==> config.mk <==
export PLATFORM = sky130hd
export DESIGN_NAME = alu_sequencer
export DESIGN_NICKNAME = d
export VERILOG_FILES = /design/src/rtl/alu_sequencer.sv
export SDC_FILE = /design/constraint.sdc
export NUM_CORES = 2
export LEC_CHECK = 0
export BUFFER_PORTS_ARGS = -buffer_cell sky130_fd_sc_hd__buf_2
export CAP_MARGIN = 15
export CORE_ASPECT_RATIO = 0.6
export CORE_MARGIN = 2
export CORE_UTILIZATION = 55
export DETAILED_ROUTE_END_ITERATION = 12
export PLACE_DENSITY = 0.78
export SYNTH_ARGS = -nofsm -noshare
export SYNTH_HDL_FRONTEND = slang
export SYNTH_SLANG_ARGS = --single-unit
==> constraint.sdc <==
create_clock -name clk -period 44.3 [get_ports clk]
set_input_delay 8.86 -clock clk [delete_from_list [all_inputs] [get_ports clk]]
set_output_delay 8.86 -clock clk [all_outputs]
set_load 0.005 [all_outputs]
==> src/rtl/alu_sequencer.sv <==
// Three-state sequencer: latches one instruction, presents operands to an external
// registered ALU, then writes the ALU result back into a 16x32 register file.
module alu_sequencer (
  input  logic        clk,
  input  logic        reset,
  input  logic        in_valid,
  output logic        in_ready,
  input  logic [31:0] in_instr,
  output logic [5:0]  alu_opsel,
  output logic [31:0] alu_A,
  output logic [31:0] alu_B,
  input  logic [31:0] alu_out,
  output logic        wb_valid,
  output logic [3:0]  wb_rd,
  output logic [31:0] wb_data,
  input  logic [3:0]  dbg_addr,
  output logic [31:0] dbg_data
);

  localparam logic [5:0] OP_MVHI = 6'd11;

  typedef enum logic [1:0] {IDLE, ISSUE, WB} state_t;

  state_t             state_q, state_d;
  logic [31:0]        instr_q, instr_d;
  logic [15:0][31:0]  rf_q, rf_d;

  logic [5:0]  opsel;
  logic [3:0]  rd, rs1, rs2;
  logic        useimm;
  logic [15:0] imm;
  logic        unused_bit16;

  assign opsel        = instr_q[31:26];
  assign rd           = instr_q[25:22];
  assign rs1          = instr_q[21:18];
  assign useimm       = instr_q[17];
  assign rs2          = instr_q[15:12];
  assign imm          = instr_q[15:0];
  assign unused_bit16 = instr_q[16];

  // r0 is never written, so reading it always yields the reset value of 0.
  assign dbg_data = rf_q[dbg_addr];

  always_comb begin
    state_d   = state_q;
    instr_d   = instr_q;
    in_ready  = 1'b0;
    alu_opsel = '0;
    alu_A     = '0;
    alu_B     = '0;
    wb_valid  = 1'b0;
    wb_rd     = '0;
    wb_data   = '0;
    case (state_q)
      IDLE: begin
        in_ready = ~reset;
        if (in_valid) begin
          instr_d = in_instr;
          state_d = ISSUE;
        end
      end
      ISSUE: begin
        alu_opsel = opsel;
        alu_A     = rf_q[rs1];
        alu_B     = useimm ? {{16{imm[15]}}, imm} : rf_q[rs2];
        state_d   = WB;
      end
      WB: begin
        wb_valid = 1'b1;
        wb_rd    = rd;
        // MVHI only replaces the upper half; the destination keeps its low half.
        wb_data  = (opsel == OP_MVHI) ? {alu_out[31:16], rf_q[rd][15:0]} : alu_out;
        state_d  = IDLE;
      end
      default: state_d = IDLE;
    endcase
  end

  always_comb begin
    rf_d = rf_q;
    if (wb_valid && (wb_rd != 4'd0)) rf_d[wb_rd] = wb_data;
  end

  always_ff @(posedge clk or posedge reset) begin
    if (reset) begin
      state_q <= IDLE;
      instr_q <= '0;
      rf_q    <= '0;
    end else begin
      state_q <= state_d;
      instr_q <= instr_d;
      rf_q    <= rf_d;
    end
  end

endmodule

### Yosys cells after proc, flatten, opt, wreduce, memory -nomap -nowiden

Cells that the tools add are included.

| storage, ports and cells | value |
|---|---|
| output and inout port bits | 140 |
| bits in registers | 546 |

| cells by class | value |
|---|---|
| order comparisons | 6 |
| bitwise operators | 1 |
| reduce and logical (&&, ||, !) cells | 5 |
| equality and inequality tests | 4 |
| muxes and demuxes | 22 |

Operators by type and width:

| cell | count |
|---|---|
| $bmux W32 S4 | 4 |
| $bwmux W512 | 1 |
| $mux W32 | 8 |
| $demux W32 S4 | 1 |
| $mux W16 | 2 |
| $lt A4 B5 Y1 const B | 5 |
| $eq A6 B4 Y1 const B | 1 |
| $mux W6 | 1 |
| $ge A4 B1 Y1 const B | 1 |
| $mux W4 | 1 |
| $pmux W2 S2 | 1 |
| $reduce_bool A4 Y1 | 1 |
| $eq A2 B1 Y1 const B | 1 |
| $eq A2 B2 Y1 const B | 1 |
| $logic_and A1 B1 Y1 | 2 |
| $logic_not A2 Y1 | 1 |
| $mux W1 | 2 |
| $mux W2 | 1 |
| $ne A2 B2 Y1 const B | 1 |
| $reduce_and A2 Y1 | 1 |
| $not A1 Y1 | 1 |

### Longest topological paths before layout

| depth | value |
|---|---|
| depth in word-level cells | 7 |
| depth in mapped cells | 8 |

### Worst setup path after synthesis

Ideal clock, no wire load.

| timing path | value |
|---|---|
| path type | input port to output port |
| start | input dbg_addr[1] |
| end | output dbg_data[10] |
| stages on the path | 4 |
| arrival time | 10.268 ns |
| path slack | 25.172 ns |
| buffers on the path | 2 |
| data required time | 35.440 ns |
| cells stage by stage | clkbuf_1 > buf_1 > mux4_2 > mux4_2 |

| on the way | value |
|---|---|
| cells in the longest elaborated chain, start to end | 2 |

RTL lines:

| element | line | text |
|---|---|---|
| start, declared | 16 | `input logic [3:0] dbg_addr,` |
| $bmux W32 S4 | 43 | `assign dbg_data = rf_q[dbg_addr];` |
| $mux W32 (implied by the code) | 43 |  |
| end, declared | 17 | `output logic [31:0] dbg_data` |

Every way passes these cells. The select of a mux whose other input is x is not followed.

### Worst setup path in the final report

| timing path | value |
|---|---|
| start | input dbg_addr[1] |
| end | output dbg_data[14] |

The elaborated chain is that of the path after synthesis.

==> metrics.txt <==
Critical Setup Path Class input pin to primary output; fin. max-slew vios 0; Initial DRC Count 4638; #FFs+latches synth 545; CTS buffer count 53; core area 0.0610 mm^2; Via Count 28200; internal power 1.56 mW; skew final 0.0285 ns; worst setup path start dbg_addr[1]; Synth cell types 50; Worst setup SP type input pin; Initial Util 55.8%; power density cells 69.2 mW/mm^2; DRC Markers 0; hold_buf cts 0; GRT Total Usage 36.2%; syn_nets 3043; Final setup viols 0; post-DP HPWL 69000 um; GP Congestion 0.926; Worst-Skew Late Latency 0.63 ns; Gate Count Post-Synth 2972; Flop pwr share 40.0%; largest net degree at the start of global routing 178; unrepaired setup endpoints after global routing no; die height 197 um; number of global-route vias before repair 28000; outcome finished, final reports clean; Critical Path RT 35.44 ns; H-Tree Depth 2; max incr delay on CP 0.89 ns; DIE WIDTH 325 um; critical path arrival 11.59 ns; sw power 1.01 mW; async set-reset flop share out of synthesis 100%; combinational share of power 40.7%; Hold/Removal Path Class flop to flop; CP Capture Type primary output; Nets 3043; Area contributors post-synth dfrtp_1 (40%), mux4_2 (25%), mux2i_1 (8.0%), nand2_1 (5.9%), o21ai_0 (5.5%); grt total ovfl 0; Worst-Margin Slew 1.31 ns; design area 0.0371 mm^2; FMAX 48.9 MHz; fill count 4653; Critical-path top delay cell buf_4; period utilization 46.2%; Crit Path Max Fanout 68; first-pass GRT wire length 175000 um; standard-cell rows 70; max_cap viols 0; PostCTS Resize Cnt 0; Syn Area/Cell 11.5 um^2; CP most frequent cell mux4_2; antenna-violating nets left 0; reg2reg start instr_q[22]; Mapped Area 0.0341 mm^2; Ys Warns 0; Clock Path Buffers 3; Hold Violations, Final 0; DR pass1 iterations 8; Seq/Total Area, Yosys 40.0%; Post-DP Area 0.0352 mm^2; Ports 211; top-count cell post-synth dfrtp_1; wire length per cell 30.0 um; DRT Wirelength 115000 um; Post-synth top cells dfrtp_1 (545), nand2_1 (533), mux4_2 (380), o21ai_0 (375), mux2i_1 (271); worst path bufs/invs 3; Yosys top cell area share 40.0%; clock root buffer clkbuf_16; Vias/cell 7.33; port bufs 209; Synth area leader dfrtp_1; leakage 16.1 nW; Peak VDD IR 0.0000361 V; initial antenna violation count 2; Post-CTS Setup Repair Bufs 0; top_reg_cell synth dfrtp_1; area taken by multi-input logic gates 0.0189 mm^2; P&R area growth vs syn 9.04%; die area 0.0640 mm^2; min Tclk post-route 20.45 ns; HP Start rf_q[19]; EDFF count, synth 0; Switching Share 39.2%; CTS Sinks 545; max_slew headroom 12.3%; Critical Path, Cell by Cell buf_6 -> buf_4 -> mux4_2 -> mux4_2 -> buf_2; share of layout cells above drive strength 1 28.2%; clock power share 19.4%; Worst path top cell family by delay buffers and inverters; sequential cell area 0.0137 mm^2; Clock transition at path regs 0.06 ns; CTS tree done; Setup TNS 0 ns
per-layer routing:
metal / up-vias / GRT usage [%] / part of all wire [%]
met4: 0 / 17.5 / 5.3
met3: 533 / 15.0 / 16
li1: 11200 / - / -
met5: - / 0 / 0
met2: 2507 / 52.0 / 43
met1: 13900 / 48.0 / 35
registers in the layout (all words and copies together) (netlist names):
signal / flops
state_q: 2
instr_q: 31
rf_q: 512
metrics by stage:
stage	std cells	util, %	power [mW]	worst slack (ns)	hold slack [ns]
5_1_grt	3841	60.8	2.69	23.75	0.437
4_1_cts	3839	60.7	2.53	23.89	0.421
3_5_place_dp	3743	57.7	2.03	23.89	0.404
3_3_place_gp	3743	57.7	1.95	23.93	0.395
2_1_floorplan	2972	-	1.70	20.20	0.458
6_report	3843	60.8	2.57	23.85	0.426
layout by cell type, fill, tap and decap left out, types with 3 or more instances in the layout:
cell type / Yosys / layout
clkinv_2: 0 / 6
nor3_1: 18 / 18
nand2b_1: 4 / 3
clkbuf_8: 0 / 13
a22oi_2: 20 / 20
nor2b_1: 9 / 3
inv_1: 18 / 17
a22oi_1: 65 / 65
o21a_2: 3 / 3
nand2_1: 533 / 528
dfrtp_1: 545 / 538
bufinv_16: 0 / 7
buf_2: 84 / 207
dfrtp_4: 0 / 6
or2_2: 4 / 5
clkbuf_1: 180 / 9
nand3_1: 42 / 40
o22ai_1: 49 / 49
mux2i_1: 271 / 271
a21oi_1: 35 / 35
nand2_2: 0 / 5
mux4_2: 380 / 380
o21ai_0: 375 / 375
o21ai_1: 116 / 116
a21boi_0: 7 / 7
clkinv_4: 0 / 5
a211oi_1: 8 / 8
nor2_1: 24 / 23
and2_1: 14 / 13
nor2_2: 4 / 4
a32oi_2: 9 / 9
clkbuf_16: 0 / 55
nor2b_4: 0 / 5
o21a_1: 6 / 6
nand3_2: 1 / 3
mux2_2: 30 / 30
a31oi_2: 13 / 13
buf_4: 19 / 54
a221oi_1: 28 / 28
power by group through the flow:
stage	clock network [mW]	logic, mW	registers, mW
6_report	0.497	1.04	1.03
5_1_grt	0.517	1.12	1.05
4_1_cts	0.497	1.03	1.01
3_5_place_dp	0	1.02	1.01
3_3_place_gp	0	0.975	0.978
2_1_floorplan	0	0.824	0.881
cell families (layout without fill, tap and decap cells):
kind of cell           after synthesis  in the layout  share of synthesized area, %
DFF                                545            545                          40.0
buffers and inverters              340            381                          4.60
AOI/OAI and AO/OA                  736            736                          13.1
other                                0              2                             0
and+or+nand+nor                    668            668                          8.06
muxes                              683            683                          34.2
cell type report:
cell class	instances	share of cell area, %
clock buffer	76	4.24
antenna	2	0.0135
sequential	545	36.8
multi-input combinational	2087	51.0
tap	828	2.79
clock inverter	20	0.809
inverter	19	0.212
timing repair buffer	266	4.15
worst paths after layout:
kind	cells after the start	to	slack, ns
setup / recovery	5	dbg_data[14]	23.85
hold / removal	0	rf_q[19]	0.43
setup reg to reg	6	rf_q[118]	39.90
hold reg to reg	0	rf_q[19]	0.43
max in group asynchronous	4	instr_q[13]	33.27
min in group asynchronous	2	rf_q[4]	8.38
Power figures use the tool's default switching activity.
